## config.mk

```make
export PLATFORM = sky130hd
export DESIGN_NAME = demux_logic_pipe_flat
export DESIGN_NICKNAME = d
export VERILOG_FILES = /design/src/rtl/demux_logic_pipe_if.sv /design/src/rtl/demux_logic_pipe.sv /design/src/flat_wrapper.sv
export SDC_FILE = /design/constraint.sdc
export NUM_CORES = 1
export LEC_CHECK = 0
export BUFFER_PORTS_ARGS = -buffer_cell sky130_fd_sc_hd__buf_2
export CAP_MARGIN = 20
export CORE_UTILIZATION = 50
export CTS_CLUSTER_SIZE = 28
export DETAILED_ROUTE_END_ITERATION = 8
export PLACE_DENSITY = 0.82
export SETUP_SLACK_MARGIN = 0.2
export SYNTH_ARGS = -nofsm -noshare
export SYNTH_HDL_FRONTEND = slang
export SYNTH_SLANG_ARGS = --single-unit
```

## constraint.sdc

```tcl
create_clock -name clk -period 2.1 [get_ports clk]
set_input_delay 0.42 -clock clk [delete_from_list [all_inputs] [get_ports clk]]
set_output_delay 0.42 -clock clk [all_outputs]
set_load 0.02 [all_outputs]
```

## src/rtl/demux_logic_pipe_if.sv

```systemverilog
// Handshake and result bus for demux_logic_pipe.
// master drives operands and consumer ready; slave is the pipeline.
interface demux_logic_pipe_if #(
    parameter int WIDTH = 8,
    parameter int N_CH  = 4
);
    localparam int CH_W = $clog2(N_CH);

    logic             in_valid;
    logic             in_ready;
    logic [WIDTH-1:0] a;
    logic [WIDTH-1:0] b;
    logic [1:0]       op;
    logic [CH_W-1:0]  ch_sel;
    logic [WIDTH-1:0] out_data;
    logic [1:0]       out_op;
    logic [N_CH-1:0]  out_valid;
    logic [N_CH-1:0]  out_ready;
    logic             err_pulse;

    modport master (
        output in_valid, a, b, op, ch_sel, out_ready,
        input  in_ready, out_data, out_op, out_valid, err_pulse
    );

    modport slave (
        input  in_valid, a, b, op, ch_sel, out_ready,
        output in_ready, out_data, out_op, out_valid, err_pulse
    );
endinterface

```

## src/rtl/demux_logic_pipe.sv

```systemverilog
// Two-stage bitwise logic unit built from 1:2 demux cells, steering results to N_CH channels.
// Optional per-channel drain counters on port chan_count when DLP_CHAN_COUNT_EN is defined.
module demux_logic_pipe #(
    parameter int WIDTH = 8,
    parameter int N_CH  = 4
) (
    input  logic                 clk,
    input  logic                 rst_n,
    demux_logic_pipe_if.slave    bus
`ifdef DLP_CHAN_COUNT_EN
    ,
    output logic [N_CH*16-1:0]   chan_count
`endif
);
    localparam int CH_W = $clog2(N_CH);

    logic             s1_valid;
    logic [WIDTH-1:0] s1_a;
    logic [WIDTH-1:0] s1_b;
    logic [1:0]       s1_op;
    logic [CH_W-1:0]  s1_ch;

    logic             s2_valid;
    logic             drain;
    logic             s2_adv;
    logic             s1_adv;
    logic             s1_bad;
    logic             accept;
    logic [WIDTH-1:0] result;
    logic [N_CH-1:0]  s1_onehot;

    function automatic logic [1:0] dmx(input logic sel, input logic d);
        return sel ? {d, 1'b0} : {1'b0, d};
    endfunction

    // Each result bit picks one of four demux-derived forms; p = dmx(a,b), q = dmx(b,a).
    for (genvar i = 0; i < WIDTH; i++) begin : g_bit
        logic [1:0] p;
        logic [1:0] q;
        logic       or_bit;
        assign p      = dmx(s1_a[i], s1_b[i]);
        assign q      = dmx(s1_b[i], s1_a[i]);
        assign or_bit = s1_a[i] | p[0];
        assign result[i] = s1_op[1] ? (s1_op[0] ? ~or_bit : (p[0] | q[0]))
                                    : (s1_op[0] ? or_bit  : p[1]);
    end

    always_comb begin
        s1_onehot = '0;
        for (int k = 0; k < N_CH; k++) begin
            s1_onehot[k] = (s1_ch == CH_W'(k));
        end
    end

    // A bad channel can leave S1 without an S2 slot, so it never waits on backpressure.
    assign s1_bad      = ({{(32-CH_W){1'b0}}, s1_ch} >= 32'(N_CH));
    assign s2_valid    = |bus.out_valid;
    assign drain       = |(bus.out_valid & bus.out_ready);
    assign s2_adv      = !s2_valid || drain;
    assign s1_adv      = s1_valid && (s2_adv || s1_bad);
    assign bus.in_ready = rst_n && (!s1_valid || s1_adv);
    assign accept      = bus.in_valid && bus.in_ready;

    always_ff @(posedge clk or negedge rst_n) begin
        if (!rst_n) begin
            s1_valid <= 1'b0;
            s1_a     <= '0;
            s1_b     <= '0;
            s1_op    <= '0;
            s1_ch    <= '0;
        end else if (accept) begin
            s1_valid <= 1'b1;
            s1_a     <= bus.a;
            s1_b     <= bus.b;
            s1_op    <= bus.op;
            s1_ch    <= bus.ch_sel;
        end else if (s1_adv) begin
            s1_valid <= 1'b0;
        end
    end

    always_ff @(posedge clk or negedge rst_n) begin
        if (!rst_n) begin
            bus.out_valid <= '0;
            bus.out_data  <= '0;
            bus.out_op    <= '0;
            bus.err_pulse <= 1'b0;
        end else begin
            bus.err_pulse <= s1_adv && s1_bad;
            if (s1_adv && !s1_bad) begin
                bus.out_valid <= s1_onehot;
                bus.out_data  <= result;
                bus.out_op    <= s1_op;
            end else if (drain) begin
                bus.out_valid <= '0;
            end
        end
    end

`ifdef DLP_CHAN_COUNT_EN
    logic [15:0] cnt [N_CH];

    always_ff @(posedge clk or negedge rst_n) begin
        if (!rst_n) begin
            for (int k = 0; k < N_CH; k++) cnt[k] <= '0;
        end else begin
            for (int k = 0; k < N_CH; k++) begin
                if (bus.out_valid[k] && bus.out_ready[k]) cnt[k] <= cnt[k] + 16'd1;
            end
        end
    end

    for (genvar k = 0; k < N_CH; k++) begin : g_cnt
        assign chan_count[k*16 +: 16] = cnt[k];
    end
`endif
endmodule

```

## src/flat_wrapper.sv

```systemverilog
// flat-port wrapper written by rule: the top's interface ports become plain ports
module demux_logic_pipe_flat 
#(
    parameter int WIDTH = 8,
    parameter int N_CH  = 4
)
  (clk, rst_n, bus_in_valid, bus_a, bus_b, bus_op, bus_ch_sel, bus_out_ready, bus_in_ready, bus_out_data, bus_out_op, bus_out_valid, bus_err_pulse);
  demux_logic_pipe_if #(.WIDTH(WIDTH), .N_CH(N_CH)) bus_i ();
  input  logic clk;
  input  logic rst_n;
  input wire logic [$bits(bus_i.in_valid)-1:0] bus_in_valid;
  input wire logic [$bits(bus_i.a)-1:0] bus_a;
  input wire logic [$bits(bus_i.b)-1:0] bus_b;
  input wire logic [$bits(bus_i.op)-1:0] bus_op;
  input wire logic [$bits(bus_i.ch_sel)-1:0] bus_ch_sel;
  input wire logic [$bits(bus_i.out_ready)-1:0] bus_out_ready;
  output wire logic [$bits(bus_i.in_ready)-1:0] bus_in_ready;
  output wire logic [$bits(bus_i.out_data)-1:0] bus_out_data;
  output wire logic [$bits(bus_i.out_op)-1:0] bus_out_op;
  output wire logic [$bits(bus_i.out_valid)-1:0] bus_out_valid;
  output wire logic [$bits(bus_i.err_pulse)-1:0] bus_err_pulse;
  assign bus_i.in_valid = bus_in_valid;
  assign bus_i.a = bus_a;
  assign bus_i.b = bus_b;
  assign bus_i.op = bus_op;
  assign bus_i.ch_sel = bus_ch_sel;
  assign bus_i.out_ready = bus_out_ready;
  assign bus_in_ready = bus_i.in_ready;
  assign bus_out_data = bus_i.out_data;
  assign bus_out_op = bus_i.out_op;
  assign bus_out_valid = bus_i.out_valid;
  assign bus_err_pulse = bus_i.err_pulse;
  demux_logic_pipe #(.WIDTH(WIDTH), .N_CH(N_CH)) u_core (.clk(clk), .rst_n(rst_n), .bus(bus_i));
endmodule
```

# After elaboration in Yosys (flattened, before gate mapping)

Index checks and enable logic that the tools add are counted.

Bits of input ports: 27
Output and inout port bits: 16
Word-level logic and storage cells: 92
Bits in registers: 35

Reduce and logical (&&, ||, !) cells: 12
Muxes and demuxes: 44
Bitwise operators: 25
Equality and inequality tests: 3

Operators with widths:

| cell               | count |
|---|---|
| $mux 1             | 34 |
| $mux 2             | 8 |
| $or 1x1->1         | 16 |
| $mux 4             | 2 |
| $not 1->1          | 8 |
| $reduce_or 4->1    | 2 |
| $and 4x4->4        | 1 |
| $eq 2x2->1 const B | 2 |
| $reduce_bool 2->1  | 2 |
| $logic_and 1x1->1  | 3 |
| $eq 2x1->1 const B | 1 |
| $logic_not 1->1    | 2 |
| $logic_not 2->1    | 1 |
| $logic_or 1x1->1   | 2 |

# Longest topological paths before layout

Depth after elaboration: 8
Mapped depth: 5
Depth with buffers taken out: 5

# Least setup slack after synthesis

No wires, ideal clock.

Path type: reg-to-reg
Start point: reg u_core.bus.out_valid[0]
End point: reg u_core.bus.out_data[3]
Arrival: 1758 ps
Slack: 217 ps
Library setup time: 125 ps
Cell stages (with the launch flop): 5
Required time: 1975 ps
Path buffers: 1
Period minus slack after synthesis: 1883 ps
Path through: dfrtp_1 or4_4 a31oi_4 buf_6 mux2_4

Word-level cells in the longest chain between the ends: 4
Elaborated cells between the ends (all ways): 6
Those cells by class: bitwise: 1; reduce/logical: 5

Ends and longest elaborated chain:

| item                                                      | RTL line                                       | RTL |
|---|---|---|
| start: declaration                                        | demux_logic_pipe_if.sv:28                      | `output in_ready, out_data, out_op, out_valid, err_pulse` |
| start signal: assignment                                  | demux_logic_pipe.sv:91                         | `bus.out_valid <= s1_onehot;` |
| $and 4x4->4 / $reduce_or 4->1 (equally long branches)     | demux_logic_pipe.sv:58, demux_logic_pipe.sv:57 |  |
| $reduce_or 4->1 / $logic_not 1->1 (equally long branches) | demux_logic_pipe.sv:58, demux_logic_pipe.sv:59 |  |
| $logic_or 1x1->1 *                                        | demux_logic_pipe.sv:59                         | `assign s2_adv = !s2_valid \|\| drain;` |
| $logic_and 1x1->1 *                                       | demux_logic_pipe.sv:60                         | `assign s1_adv = s1_valid && (s2_adv \|\| s1_bad);` |
| end signal: assignment                                    | demux_logic_pipe.sv:92                         | `bus.out_data <= result;` |
| end: declaration                                          | demux_logic_pipe_if.sv:28                      |  |

Every way passes the cells marked *; elsewhere a longest branch is shown, timed or not.
A chain may end at the register's enable or synchronous reset.

# Final worst setup path

Start point: reg u_core.bus.out_valid[0]
End point: reg u_core.s1_b[2]

Word-level cells in the longest chain between the ends: 7
Elaborated cells between the ends (all ways): 9
Those cells by class: bitwise: 1; reduce/logical: 8

Ends and longest elaborated chain:

| item                                                      | RTL line                                       | RTL |
|---|---|---|
| $and 4x4->4 / $reduce_or 4->1 (equally long branches)     | demux_logic_pipe.sv:58, demux_logic_pipe.sv:57 |  |
| $reduce_or 4->1 / $logic_not 1->1 (equally long branches) | demux_logic_pipe.sv:58, demux_logic_pipe.sv:59 |  |
| $logic_or 1x1->1 *                                        | demux_logic_pipe.sv:59                         |  |
| $logic_and 1x1->1 *                                       | demux_logic_pipe.sv:60                         |  |
| $logic_or 1x1->1 *                                        | demux_logic_pipe.sv:61                         | `assign bus.in_ready = rst_n && (!s1_valid \|\| s1_adv);` |
| $logic_and 1x1->1 *                                       | demux_logic_pipe.sv:61                         |  |
| $logic_and 1x1->1 *                                       | demux_logic_pipe.sv:62                         | `assign accept = bus.in_valid && bus.in_ready;` |
| end signal: assignment                                    | demux_logic_pipe.sv:74                         | `s1_b <= bus.b;` |
| end: declaration                                          | demux_logic_pipe.sv:19                         | `logic [WIDTH-1:0] s1_b;` |

Marks and branches as above.

==> results_dict.tcl <==
set metrics [dict create \
    status "finished clean" \
    clk_pin_slew_worst_paths_ns 0.07 \
    period_share 0.9249 \
    relSlewSlack 0.4173 \
    cp_cell_sequence "o41a_1 > buf_4 > a31oi_4 > buf_6 > mux2_2" \
    setup_viol 0 \
    rsz0062_at_grt "yes" \
    grt_usage 0.2095 \
    syn_inst 147 \
    fin_cells 248 \
    required_ns 2.27 \
    hpwl_mm 2.679 \
    vias 1287 \
    cp_slowest_cell "o41a_1" \
    grt_pass1_vias 1314 \
    cts.sinks 35 \
    std_cell_rows 22 \
    clock_path_buffers 2 \
    ios 43 \
    overflow 0 \
    synth_area_per_cell_um2 13.05 \
    fmax_ghz 0.5148 \
    final_area_um2 2440 \
    cts-buffers-inserted 5 \
    ys_ff_latch 35 \
    h-tree-depth 2 \
    cts-root-buf "clkbuf_8" \
    grt_pass1_wl_mm 6.237 \
    endpoint_kind "register" \
    ys_warn_count 0 \
    drv_slew 0 \
    drive_gt1_frac 0.4900 \
    antenna_found_initial 0 \
    critPathMaxFanout 7 \
    cap_violations 0 \
    p_leak_nw 1.312 \
    drt-total-wl_mm 3.903 \
    tritoncts "built" \
    core-area_um2 3661 \
    worst_ep_arrival_time_ns 2.11 \
    placed_cell_area_um2 2200 \
    cp-start-kind "register" \
    dr.pass1.iters 4 \
    cts_hold_buf 0 \
    gp_congestion 0.7965 \
    drt_iter0_drc 51 \
    hold_viol_final 0 \
    critPathMaxStageDelay_ns 0.45 \
    total_power_mw 3.581 \
    tns_ns 0 \
    syn_area_um2 1918 \
    insertion_delay_ns 0.29 \
    port_buffers 41 \
    crit_family "compound AO/OA/AOI/OAI gates" \
    whs_ns 0.2436 \
    die_h_um 63.94 \
    post_drt_wl_per_cell_um 15.74 \
    fin_crit_ns 1.942 \
    die_x_um 63.94 \
    drt-vias-per-instance 5.190 \
    grt_max_degree 36 \
    p_per_area_nw_per_um2 1468 \
    antenna_left 0 \
    yosysSeqAreaShare 0.4566 \
    worst_pin_slew_ns 0.8741 \
    dp_cells 236 \
    die_area_um2 4088 \
    criticalPathCategory "register to register" \
    path_buf_inv 2 \
    hp-class "primary input to async pin" \
    finalNetCount 243 \
    area_growth_pct 27.20 \
    initial_core_util 0.5239 \
    syn_nets 190 \
    finalClockSkew_ns 0.007945 \
    antennaDiodeCount 0 \
    irDropWorstVdd_uv 691.3 \
    drc_errors 0 \
    ys_types 23 \
]
## logic make-up after synthesis
group	synth area share
mux	0.2714
flops	0.4566
buf+inv	0.05936
fa+ha+maj	0.1044
compound gates	0.05088
xor+xnor	0.03653
simple gates	0.01891
other cells	0.001955
## report_power, final
group / switching, mW / leakage [nW] / total (mW) / internal (mW)
Clock: 0.230 / 0.0470 / 0.487 / 0.257
Sequential: 0.329 / 0.419 / 1.30 / 0.970
Combinational: 0.772 / 0.846 / 1.79 / 1.02
## worst paths after layout
kind	endpoint	slack [ns]	cells after the start	from
min	u_core.bus.out_data[2]	0.24	2	rst_n
max	u_core.s1_b[2]	0.16	5	u_core.bus.out_valid[0]
min reg2reg	u_core.bus.out_op[0]	0.52	1	u_core.bus.out_op[0]
min in group clk	u_core.s1_b[5]	0.35	2	bus_b[5]
max reg2reg	u_core.s1_b[2]	0.16	5	u_core.bus.out_valid[0]
max in group asynchronous	u_core.bus.out_valid[1]	1.54	2	rst_n
## through the flow
step	worst slack (ns)	utilization
floorplan	0.2169	-
global placement	0.2621	0.6008
global route	0.09912	0.6664
detailed placement	0.1676	0.6008
CTS	0.1542	0.6347
finish	0.1576	0.6664
## synthesized netlist by cell type, drive strengths merged
master / count / share of area
ha: 16 / 0.10
a31oi: 2 / 0.014
xor2: 8 / 0.037
and2: 2 / 0.0065
a22oi: 2 / 0.0078
a32o: 4 / 0.023
nand2: 2 / 0.0039
mux2: 30 / 0.19
or4: 1 / 0.0059
dfrtp: 35 / 0.46
inv: 19 / 0.037
conb: 1 / 0.0020
o41a: 1 / 0.0059
mux2i: 16 / 0.083
buf: 7 / 0.022
nand3: 1 / 0.0026
## per-layer routing
metal	routed length, µm	track usage
met5	0	0
met2	1996	0.3511
met1	1691	0.2379
met3	171	0.06964
met4	43	0.1023
## what timing repair did
| item | in CTS | in global routing |
|---|---|---|
| setup buffers | 2 | 2 |
| setup endpoints to repair | 10 | 31 |
| pin swaps | 2 | 3 |
| gates cloned | 0 | 1 |
| resized for setup | 5 | 26 |
## sequential cells by signal, indices dropped and copies added, names as in the netlist
| signal | count |
|---|---|
| u_core.bus.out_data | 8 |
| u_core.s1_a | 8 |
| u_core.s1_b | 8 |
| u_core.bus.out_valid | 4 |
| u_core.bus.out_op | 2 |
| u_core.s1_ch | 2 |
| u_core.s1_op | 2 |
| u_core.s1_valid | 1 |
## cell usage in the layout (no fill, tap or decap), drive strengths merged
cell type	count
and2	2
a22oi	2
mux2i	16
or4	1
mux2	30
a31oi	2
xor2	8
o41a	1
clkinv	1
buf	53
ha	16
conb	1
nand3	1
dfrtp	35
inv	19
a32o	4
clkbuf	6
nand2	2
## cell type report
| type | instances | area, µm² |
|---|---|---|
| multi-input combinational | 86 | 1021 |
| clock inverter | 1 | 5.005 |
| timing repair buffer | 53 | 324.1 |
| sequential | 35 | 875.8 |
| fill | 262 | 1221 |
| inverter | 19 | 71.32 |
| clock buffer | 6 | 82.58 |
| tap | 48 | 60.06 |
Note: power is estimated with default switching activity, not from simulation.
